--- src/rtl/vga_console_pkg.sv ---
// Shared constants, control codes and state encoding for the VGA text console writer.
package vga_console_pkg;

    localparam int NUM_ROWS  = 3;
    localparam int NUM_COLS  = 10;
    localparam int NUM_CHARS = NUM_ROWS * NUM_COLS;

    localparam logic [8:0] BLANK_CELL = 9'h020;

    localparam logic [6:0] CODE_BS        = 7'h08;
    localparam logic [6:0] CODE_LF        = 7'h0A;
    localparam logic [6:0] CODE_FF        = 7'h0C;
    localparam logic [6:0] CODE_CR        = 7'h0D;
    localparam logic [6:0] CODE_PRINT_MIN = 7'h20;
    localparam logic [6:0] CODE_PRINT_MAX = 7'h7E;

    typedef enum logic [1:0] {
        ST_IDLE   = 2'd0,
        ST_SCROLL = 2'd1,
        ST_CLEAR  = 2'd2
    } state_e;

endpackage

--- src/rtl/vga_console_ctrl_fifo.sv ---
// Synchronous FIFO for incoming console cells; push is ignored when full, pop when empty.
module console_fifo #(
    parameter int WIDTH = 9,
    parameter int DEPTH = 4
) (
    input  logic             clk,
    input  logic             rst_n,
    input  logic             push,
    input  logic [WIDTH-1:0] wdata,
    input  logic             pop,
    output logic [WIDTH-1:0] rdata,
    output logic             full,
    output logic             empty,
    output logic [$clog2(DEPTH):0] level
);

    localparam int AW = $clog2(DEPTH);

    logic [WIDTH-1:0] mem_q [DEPTH];
    logic [AW:0]      wptr_q, wptr_d, rptr_q, rptr_d;
    logic             do_push, do_pop;

    assign level   = wptr_q - rptr_q;
    assign full    = (level == (AW+1)'(DEPTH));
    assign empty   = (level == '0);
    assign do_push = push & ~full;
    assign do_pop  = pop & ~empty;
    assign rdata   = mem_q[rptr_q[AW-1:0]];

    always_comb begin
        wptr_d = wptr_q + (AW+1)'(do_push);
        rptr_d = rptr_q + (AW+1)'(do_pop);
    end

    always_ff @(posedge clk or negedge rst_n) begin
        if (!rst_n) begin
            wptr_q <= '0;
            rptr_q <= '0;
        end else begin
            wptr_q <= wptr_d;
            rptr_q <= rptr_d;
        end
    end

    // Storage holds data only, so it is left out of reset.
    always_ff @(posedge clk) begin
        if (do_push) mem_q[wptr_q[AW-1:0]] <= wdata;
    end

endmodule

--- src/rtl/vga_console_ctrl.sv ---
// Terminal-style writer: decodes queued cells, tracks the cursor and drives
// text buffer writes, including scroll-up and clear-screen sweeps.
module vga_console_ctrl #(
    parameter int NUM_ROWS   = vga_console_pkg::NUM_ROWS,
    parameter int NUM_COLS   = vga_console_pkg::NUM_COLS,
    parameter int FIFO_DEPTH = 4
) (
    input  logic       clk,
    input  logic       rst_n,
    input  logic       char_valid,
    input  logic [8:0] char_data,
    output logic       char_ready,
    input  logic       clear_req,
    output logic       buf_we,
    output logic [4:0] buf_waddr,
    output logic [8:0] buf_wdata,
    output logic [4:0] buf_raddr,
    input  logic [8:0] buf_rdata,
    output logic [1:0] cursor_row,
    output logic [3:0] cursor_col,
    output logic       busy,
    output logic       done_irq
);

    import vga_console_pkg::*;

    localparam int N_CELLS = NUM_ROWS * NUM_COLS;
    localparam logic [4:0] LAST_IDX  = 5'(N_CELLS - 1);
    localparam logic [4:0] COPY_END  = 5'(N_CELLS - NUM_COLS);
    localparam logic [1:0] LAST_ROW  = 2'(NUM_ROWS - 1);
    localparam logic [3:0] LAST_COL  = 4'(NUM_COLS - 1);

    state_e     state_q, state_d;
    logic [4:0] idx_q, idx_d;
    logic [1:0] row_q, row_d;
    logic [3:0] col_q, col_d;
    logic       clr_pend_q, clr_pend_d;
    logic       busy_dly_q, busy_dly_d;
    logic       done_irq_q, done_irq_d;

    logic       fifo_pop, fifo_full, fifo_empty;
    logic [8:0] head;
    logic [$clog2(FIFO_DEPTH):0] fifo_level;
    logic [6:0] head_code;
    logic       is_print, ff_pop, enter_clear;
    logic [4:0] cursor_addr;

    console_fifo #(.WIDTH(9), .DEPTH(FIFO_DEPTH)) u_fifo (
        .clk   (clk),
        .rst_n (rst_n),
        .push  (char_valid),
        .wdata (char_data),
        .pop   (fifo_pop),
        .rdata (head),
        .full  (fifo_full),
        .empty (fifo_empty),
        .level (fifo_level)
    );

    assign head_code   = head[6:0];
    assign is_print    = (head_code >= CODE_PRINT_MIN) && (head_code <= CODE_PRINT_MAX);
    assign cursor_addr = 5'(int'(row_q) * NUM_COLS + int'(col_q));

    assign char_ready = ~fifo_full;
    assign busy       = (fifo_level != '0) | clr_pend_q | (state_q != ST_IDLE);
    assign done_irq   = done_irq_q;
    assign cursor_row = row_q;
    assign cursor_col = col_q;

    always_ff @(posedge clk or negedge rst_n) begin
        if (!rst_n) begin
            state_q    <= ST_IDLE;
            idx_q      <= '0;
            row_q      <= '0;
            col_q      <= '0;
            clr_pend_q <= 1'b0;
            busy_dly_q <= 1'b0;
            done_irq_q <= 1'b0;
        end else begin
            state_q    <= state_d;
            idx_q      <= idx_d;
            row_q      <= row_d;
            col_q      <= col_d;
            clr_pend_q <= clr_pend_d;
            busy_dly_q <= busy_dly_d;
            done_irq_q <= done_irq_d;
        end
    end

    always_comb begin
        state_d     = state_q;
        idx_d       = idx_q;
        row_d       = row_q;
        col_d       = col_q;
        fifo_pop    = 1'b0;
        ff_pop      = 1'b0;
        enter_clear = 1'b0;
        unique case (state_q)
            ST_IDLE: begin
                if (clr_pend_q) begin
                    state_d     = ST_CLEAR;
                    idx_d       = '0;
                    enter_clear = 1'b1;
                end else if (!fifo_empty) begin
                    fifo_pop = 1'b1;
                    if (is_print) begin
                        if (col_q == LAST_COL) begin
                            col_d = '0;
                            if (row_q == LAST_ROW) begin
                                state_d = ST_SCROLL;
                                idx_d   = '0;
                            end else begin
                                row_d = row_q + 2'd1;
                            end
                        end else begin
                            col_d = col_q + 4'd1;
                        end
                    end else begin
                        case (head_code)
                            CODE_LF: begin
                                col_d = '0;
                                if (row_q == LAST_ROW) begin
                                    state_d = ST_SCROLL;
                                    idx_d   = '0;
                                end else begin
                                    row_d = row_q + 2'd1;
                                end
                            end
                            CODE_CR: col_d = '0;
                            CODE_BS: if (col_q != '0) col_d = col_q - 4'd1;
                            CODE_FF: ff_pop = 1'b1;
                            default: ;
                        endcase
                    end
                end
            end
            ST_SCROLL: begin
                idx_d = idx_q + 5'd1;
                if (idx_q == LAST_IDX) begin
                    state_d = ST_IDLE;
                    idx_d   = '0;
                    row_d   = LAST_ROW;
                    col_d   = '0;
                end
            end
            ST_CLEAR: begin
                idx_d = idx_q + 5'd1;
                if (idx_q == LAST_IDX) begin
                    state_d = ST_IDLE;
                    idx_d   = '0;
                    row_d   = '0;
                    col_d   = '0;
                end
            end
            default: state_d = ST_IDLE;
        endcase
        // A fresh request in the entry cycle wins so it is not lost.
        clr_pend_d = clear_req | ff_pop | (clr_pend_q & ~enter_clear);
        busy_dly_d = busy;
        done_irq_d = busy_dly_q & ~busy;
    end

    always_comb begin
        buf_we    = 1'b0;
        buf_waddr = '0;
        buf_wdata = '0;
        buf_raddr = '0;
        unique case (state_q)
            ST_IDLE: begin
                if (!clr_pend_q && !fifo_empty && is_print) begin
                    buf_we    = 1'b1;
                    buf_waddr = cursor_addr;
                    buf_wdata = head;
                end
            end
            ST_SCROLL: begin
                buf_we    = 1'b1;
                buf_waddr = idx_q;
                if (idx_q < COPY_END) begin
                    buf_raddr = idx_q + 5'(NUM_COLS);
                    buf_wdata = buf_rdata;
                end else begin
                    buf_wdata = BLANK_CELL;
                end
            end
            ST_CLEAR: begin
                buf_we    = 1'b1;
                buf_waddr = idx_q;
                buf_wdata = BLANK_CELL;
            end
            default: ;
        endcase
    end

endmodule

--- config.mk ---
export PLATFORM = sky130hd
export DESIGN_NAME = vga_console_ctrl
export DESIGN_NICKNAME = d
export VERILOG_FILES = /design/src/rtl/vga_console_pkg.sv /design/src/rtl/vga_console_ctrl_fifo.sv /design/src/rtl/vga_console_ctrl.sv
export SDC_FILE = /design/constraint.sdc
export NUM_CORES = 1
export LEC_CHECK = 0
export ABC_AREA = 0
export CORE_ASPECT_RATIO = 0.75
export CORE_MARGIN = 4
export CORE_UTILIZATION = 45
export CTS_BUF_LIST = sky130_fd_sc_hd__clkbuf_16
export CTS_CLUSTER_DIAMETER = 100
export DETAILED_ROUTE_END_ITERATION = 10
export PLACE_DENSITY = 0.7
export SLEW_MARGIN = 0
export SYNTH_ARGS = -nofsm -noshare
export SYNTH_HDL_FRONTEND = slang
export SYNTH_HIERARCHICAL = 1
export SYNTH_SLANG_ARGS = --single-unit
--- constraint.sdc ---
create_clock -name clk -period 8.46 [get_ports clk]
set_clock_uncertainty 0.1 [all_clocks]
set_input_delay 1.692 -clock clk [delete_from_list [all_inputs] [get_ports clk]]
set_output_delay 1.692 -clock clk [all_outputs]
set_load 0.01 [all_outputs]
After elaboration in Yosys (flattened, before gate mapping) --
Memories as Yosys holds them, arrays and structs flattened. Cells that the tools add are included.
Word-level totals: flip-flop bits (word level) 22, latch bits 0, RAM bits 36, bits in read-only memories 0, input port bits 22, output and inout bits 29, logic and storage cells 128, memories 1
Cells by class: add/subtract/negate cells 9, $mul 1, div/mod/pow operators 0, magnitude comparators 3, equal/unequal tests 22, shift operators 0, muxes and demuxes 53, bitwise gates (word level) 12, reduce and logical (&&, ||, !) cells 18
Memory list:
- u_fifo.mem_q | depth 4, width 9, rd ports 1, clocked after memory_dff 0, wr ports 1, line vga_console_ctrl_fifo.sv:19 | logic [WIDTH-1:0] mem_q [DEPTH];
Operators by type and width (count):
- 5-bit two-way mux | 10
- 7-bit by 4-bit == test with 1-bit output (second input constant) | 4
- 2-bit two-way mux | 14
- 9-bit case mux with 3 select lines | 1
- 4-bit two-way mux | 6
- 5-bit case mux with 2 select lines | 2
- 9-bit two-way mux | 2
- 4-bit case mux with 2 select lines | 2
- 1-bit two-way mux | 13
- 2-bit != test (second input constant) | 4
- 4-bit by 3-bit != test with 1-bit output (second input constant) | 2
- 4-bit != test (second input constant) | 2
- 4-bit AND reduction | 2
- 7-bit by 6-bit >= comparator with 1-bit output (second input constant) | 1
- 7-bit less-or-equal comparator (second input constant) | 1
- 7-bit AND reduction | 1
- 3-bit by 1-bit adder with 3-bit output | 2
- 3-bit != test (second input constant) | 2
- 2-bit case mux with 3 select lines | 1
- 6-bit AND reduction | 1
- 3-bit nonzero test | 2
- 5-bit by 1-bit adder with 5-bit output (second input constant) | 1
- 5-bit by 4-bit adder with 5-bit output | 1
- 5-bit by 4-bit adder with 5-bit output (second input constant) | 1
- 25 further kinds | 40

Logic depth before layout (Yosys ltp) --
An unclocked memory read counts as a cell.
depth after elaboration 9, depth in mapped cells 10, mapped depth without buffers 10

Hierarchy --
Netlist, hierarchy kept.
By module, submodules not included:
- console_fifo | instances 1, cells an instance 78, area each 1659.1 um2, seq. area each 1231.2 um2
- vga_console_ctrl | instances 1, cells an instance 194, area each 1582.8 um2, seq. area each 400.4 um2

Worst setup path before layout --
No wires, ideal clock.
path type register to output, from register u_fifo.wptr_q[0], to output port buf_waddr[1], data arrival time 2.382 ns, required time 6.668 ns, setup slack 4.286 ns, cell stages (with the launch flop) 11, path buffers 1, cells stage by stage dfrtp_1 > inv_1 > ha_1 > fa_1 > xor3_2 > nor2_1 > nor3_1 > nor2b_1 > buf_2 > a22oi_1 > nor2_1
Between the ends: longest elaborated chain between the ends 7
Ends and longest elaborated chain:
- from (decl) | line vga_console_ctrl_fifo.sv:20 | logic [AW:0] wptr_q, wptr_d, rptr_q, rptr_d;
- from (signal assigned) | line vga_console_ctrl_fifo.sv:40 | wptr_q <= wptr_d;
- 3-bit subtractor | line vga_console_ctrl_fifo.sv:23 | assign level = wptr_q - rptr_q;
- net fifo_level[2] | line vga_console_ctrl.sv:43 | logic [$clog2(FIFO_DEPTH):0] fifo_level;
- 3-bit logical NOT | line vga_console_ctrl_fifo.sv:25 | assign empty = (level == '0);
- net fifo_empty | line vga_console_ctrl.sv:41 | logic fifo_pop, fifo_full, fifo_empty;
- 1-bit logical NOT | line vga_console_ctrl.sv:170 | if (!clr_pend_q && !fifo_empty && is_print) begin
- 1-bit logical AND (2 in series) | line vga_console_ctrl.sv:170
- 5-bit two-way mux | line vga_console_ctrl.sv:170
- 5-bit case mux with 2 select lines | line vga_console_ctrl.sv:168 | unique case (state_q)
- to (decl) | line vga_console_ctrl.sv:15 | output logic [4:0] buf_waddr,
The timed path passes the listed nets, and every way through them passes these cells.

Worst setup path after layout --
from register u_fifo.rptr_q[0], to output port buf_wdata[5]
Between the ends: longest elaborated chain between the ends 7, elaborated cells between the ends (all ways) 11, classes of those cells 1 x add/sub; 2 x order compare; 2 x mux; 5 x reduce/logical; 1 x memory
Ends and longest elaborated chain:
- from (decl) | line vga_console_ctrl_fifo.sv:20
- from (signal assigned) | line vga_console_ctrl_fifo.sv:41 | rptr_q <= rptr_d;
- 3-bit subtractor | line vga_console_ctrl_fifo.sv:23
- 3-bit logical NOT | line vga_console_ctrl_fifo.sv:25
- net fifo_empty | line vga_console_ctrl.sv:41
- 1-bit logical NOT | line vga_console_ctrl.sv:170
- 1-bit logical AND (2 in series) | line vga_console_ctrl.sv:170
- 9-bit two-way mux | line vga_console_ctrl.sv:170
- 9-bit case mux with 3 select lines | line vga_console_ctrl.sv:168
- to (decl) | line vga_console_ctrl.sv:16 | output logic [8:0] buf_wdata,
The timed path passes the listed nets, and every way through them passes these cells.

==> results.json <==
{
  "outcome": "finished, final reports clean",
  "fin_crit_ns": 5.960,
  "diodes": 0,
  "io_buffers": 50,
  "htreeDepth": 3,
  "start_util_pct": 47.01,
  "critPathMaxFanout": 15,
  "rows": 26,
  "slew-limit-headroom_pct": 26.37,
  "dieArea_um2": 8640,
  "wire_per_inst_um": 17.75,
  "fin_nets": 370,
  "leakagePower_uw": 0.001717,
  "worst_pin_slew_ns": 1.101,
  "setup_viol": 0,
  "hold_violations": 0,
  "grt_pass1_wl_um": 12320,
  "fillerInstances": 573,
  "core_area_um2": 6897,
  "cts_made_buffers": 9,
  "maxCapViolCount": 0,
  "synth_cells": 272,
  "rsz0062_at_grt": "no",
  "final_layout_size_suffix_gt1_share_pct": 11.21,
  "grt_max_degree": 23,
  "io_pins": 51,
  "cts_root_buffer": "clkbuf_16",
  "ant_nets": 0,
  "firstDrtPassIters": 4,
  "synth_top_family_by_area": "compound AO/OA/AOI/OAI gates",
  "synth-compound-area-share_pct": 13.86,
  "crit_required_ns": 6.67,
  "ir_drop_uv": 140.4,
  "synthFlopType": "edfxtp_1",
  "antenna_found_initial": 0,
  "synth_area_um2": 3242,
  "final_cell_mix": "50 x clkdlybuf4s50_1, 36 x edfxtp_1, 25 x nor2_1",
  "synth_xor_area_share_pct": 2.123,
  "crit_arrival_ns": 4.17,
  "wirelength_um": 7595,
  "clock_sinks": 58,
  "synth_cell_types": 54,
  "ys_ff_latch": 58,
  "syn_nets": 317,
  "drc": 0,
  "fmax_mhz": 167.8,
  "dpl.cell_count": 412,
  "cp-end-kind": "output pin",
  "whs_ns": 0.3673,
  "hold_buffers": 0,
  "setup.worst_path.class": "reg2out",
  "dpl.hpwl_um": 5352,
  "final_common_cell": "clkdlybuf4s50_1",
  "area_growth_pct": 29.22,
  "cts_resized": 0,
  "grt_pass1_vias": 2388,
  "place.gp.congestion": 0.8518,
  "synthAdderAreaFrac_pct": 9.340,
  "synth_edf_count": 36,
  "final_cells": 428,
  "synth_mux_area_share_pct": 8.182,
  "dieWidth_um": 106.0,
  "insertion_delay_ns": 0.33,
  "cts_max_path_buffers": 2,
  "grt_usage_pct": 18.72,
  "power_density_nw_per_um2": 218.9,
  "cts_setup_buffers": 0,
  "timing.final.max_slew_violations": 0,
  "ys_warn_count": 6,
  "critPathLaunchType": "register",
  "yosysSeqAreaShare_pct": 50.33,
  "clk_pin_slew_ns": 0.05,
  "synthSimpleGateAreaFrac_pct": 12.00,
  "drtIter0Drc": 101,
  "grt.overflow.total": 0,
  "period_share_pct": 70.44,
  "setup_ws_ns": 2.500,
  "tns_ns": 0,
  "hold_path_class": "reg2reg",
  "vias": 2410,
  "syn_area_per_cell_um2": 11.92,
  "async_flop_share_pct": 37.93,
  "cts_tree": "yes",
  "pre_cts_ws_ns": 2.818,
  "viasPerCell": 5.631,
  "die_h_um": 81.51
}
==> critical path, cell delays in order (launching register included) <==
cell and delay [ns]:
dfrtp_1 0.71, ha_1 0.27, fa_1 0.52, nand2_1 0.16, nor2_1 0.08, nor3_1 0.28
nor2b_1 0.89, a221oi_1 0.23, nor2_1 0.14, clkdlybuf4s50_1 0.55
==> layer usage <==
layer | GRT usage (%) | vias to the layer above | wire length, um
met4 | 7.633 | 0 | 114
met3 | 4.713 | 10 | 478
li1 | - | 1138 | -
met1 | 24.56 | 1196 | 3386
met2 | 30.15 | 66 | 3615
met5 | 0 | - | 0
==> registers in the layout (all words and copies together), names as in the netlist <==
name / count
busy_dly_q: 1
clr_pend_q: 1
cursor_col: 4
cursor_row: 2
done_irq: 1
idx_q: 5
state_q: 2
u_fifo/mem_q: 36
u_fifo/rptr_q: 3
u_fifo/wptr_q: 3
==> worst paths after layout <==
path	start	cells after the start	end	slack, ns
worst max-delay path	u_fifo/rptr_q[0]	9	buf_wdata[5]	2.50
worst min-delay path	busy_dly_q	2	done_irq	0.37
worst max register to register	u_fifo/rptr_q[0]	6	cursor_row[0]	5.32
worst min register to register	busy_dly_q	2	done_irq	0.37
max in group asynchronous	rst_n	1	cursor_row[1]	5.73
min in group asynchronous	rst_n	1	done_irq	1.86
==> layout make-up <==
type / count / area [um2] / area share [%]
Sequential cell: 58 / 1632 / 38.95
Multi-Input combinational cell: 181 / 1475 / 35.21
Timing Repair Buffer: 54 / 530.5 / 12.66
Clock buffer: 9 / 225.2 / 5.376
Clock inverter: 7 / 125.1 / 2.987
Tap cell: 98 / 122.6 / 2.927
Inverter: 21 / 78.83 / 1.882
==> power breakdown <==
group	total, uW	switching [uW]	internal, uW
Sequential	363	14.9	348
Combinational	132	78.4	53.1
Clock	423	133	290
==> metrics by stage <==
stage	util [%]	area (um2)	total power (uW)
2_1_floorplan	-	3242	442.6
3_3_place_gp	55.66	3839	491.2
3_5_place_dp	55.66	3839	498.6
4_1_cts	60.74	4189	927.4
5_1_grt	60.74	4189	958.1
6_report	60.74	4189	916.9
==> cell usage after synthesis, types with 3 or more instances <==
cell | n | share of area [%]
edfxtp_1 | 36 | 33
nor2_1 | 25 | 2.9
dfrtp_1 | 22 | 17
ha_1 | 21 | 8.1
inv_1 | 21 | 2.4
a22oi_1 | 14 | 3.2
nand2_1 | 13 | 1.5
a21oi_1 | 9 | 1.4
mux4_2 | 9 | 6.3
nand3_1 | 8 | 1.2
clkbuf_1 | 6 | 0.69
o211ai_1 | 6 | 1.4
o21ai_0 | 6 | 0.93
nor3_1 | 5 | 0.77
a311oi_1 | 4 | 1.1
mux2i_1 | 4 | 1.2
nand2b_1 | 4 | 0.77
o31ai_1 | 4 | 0.93
xor2_1 | 4 | 1.1
and3_1 | 3 | 0.58
buf_2 | 3 | 0.46
nand4_1 | 3 | 0.58
==> logic make-up after synthesis <==
group                    count (synthesis)
adder cells (fa/ha/maj)                 23
buffers and inverters                   33
XOR/XNOR                                 6
AO/OA/AOI/OAI                           62
flip-flops                              58
AND/OR/NAND/NOR                         75
multiplexers                            15
Note: power is estimated with default switching activity, not from simulation.
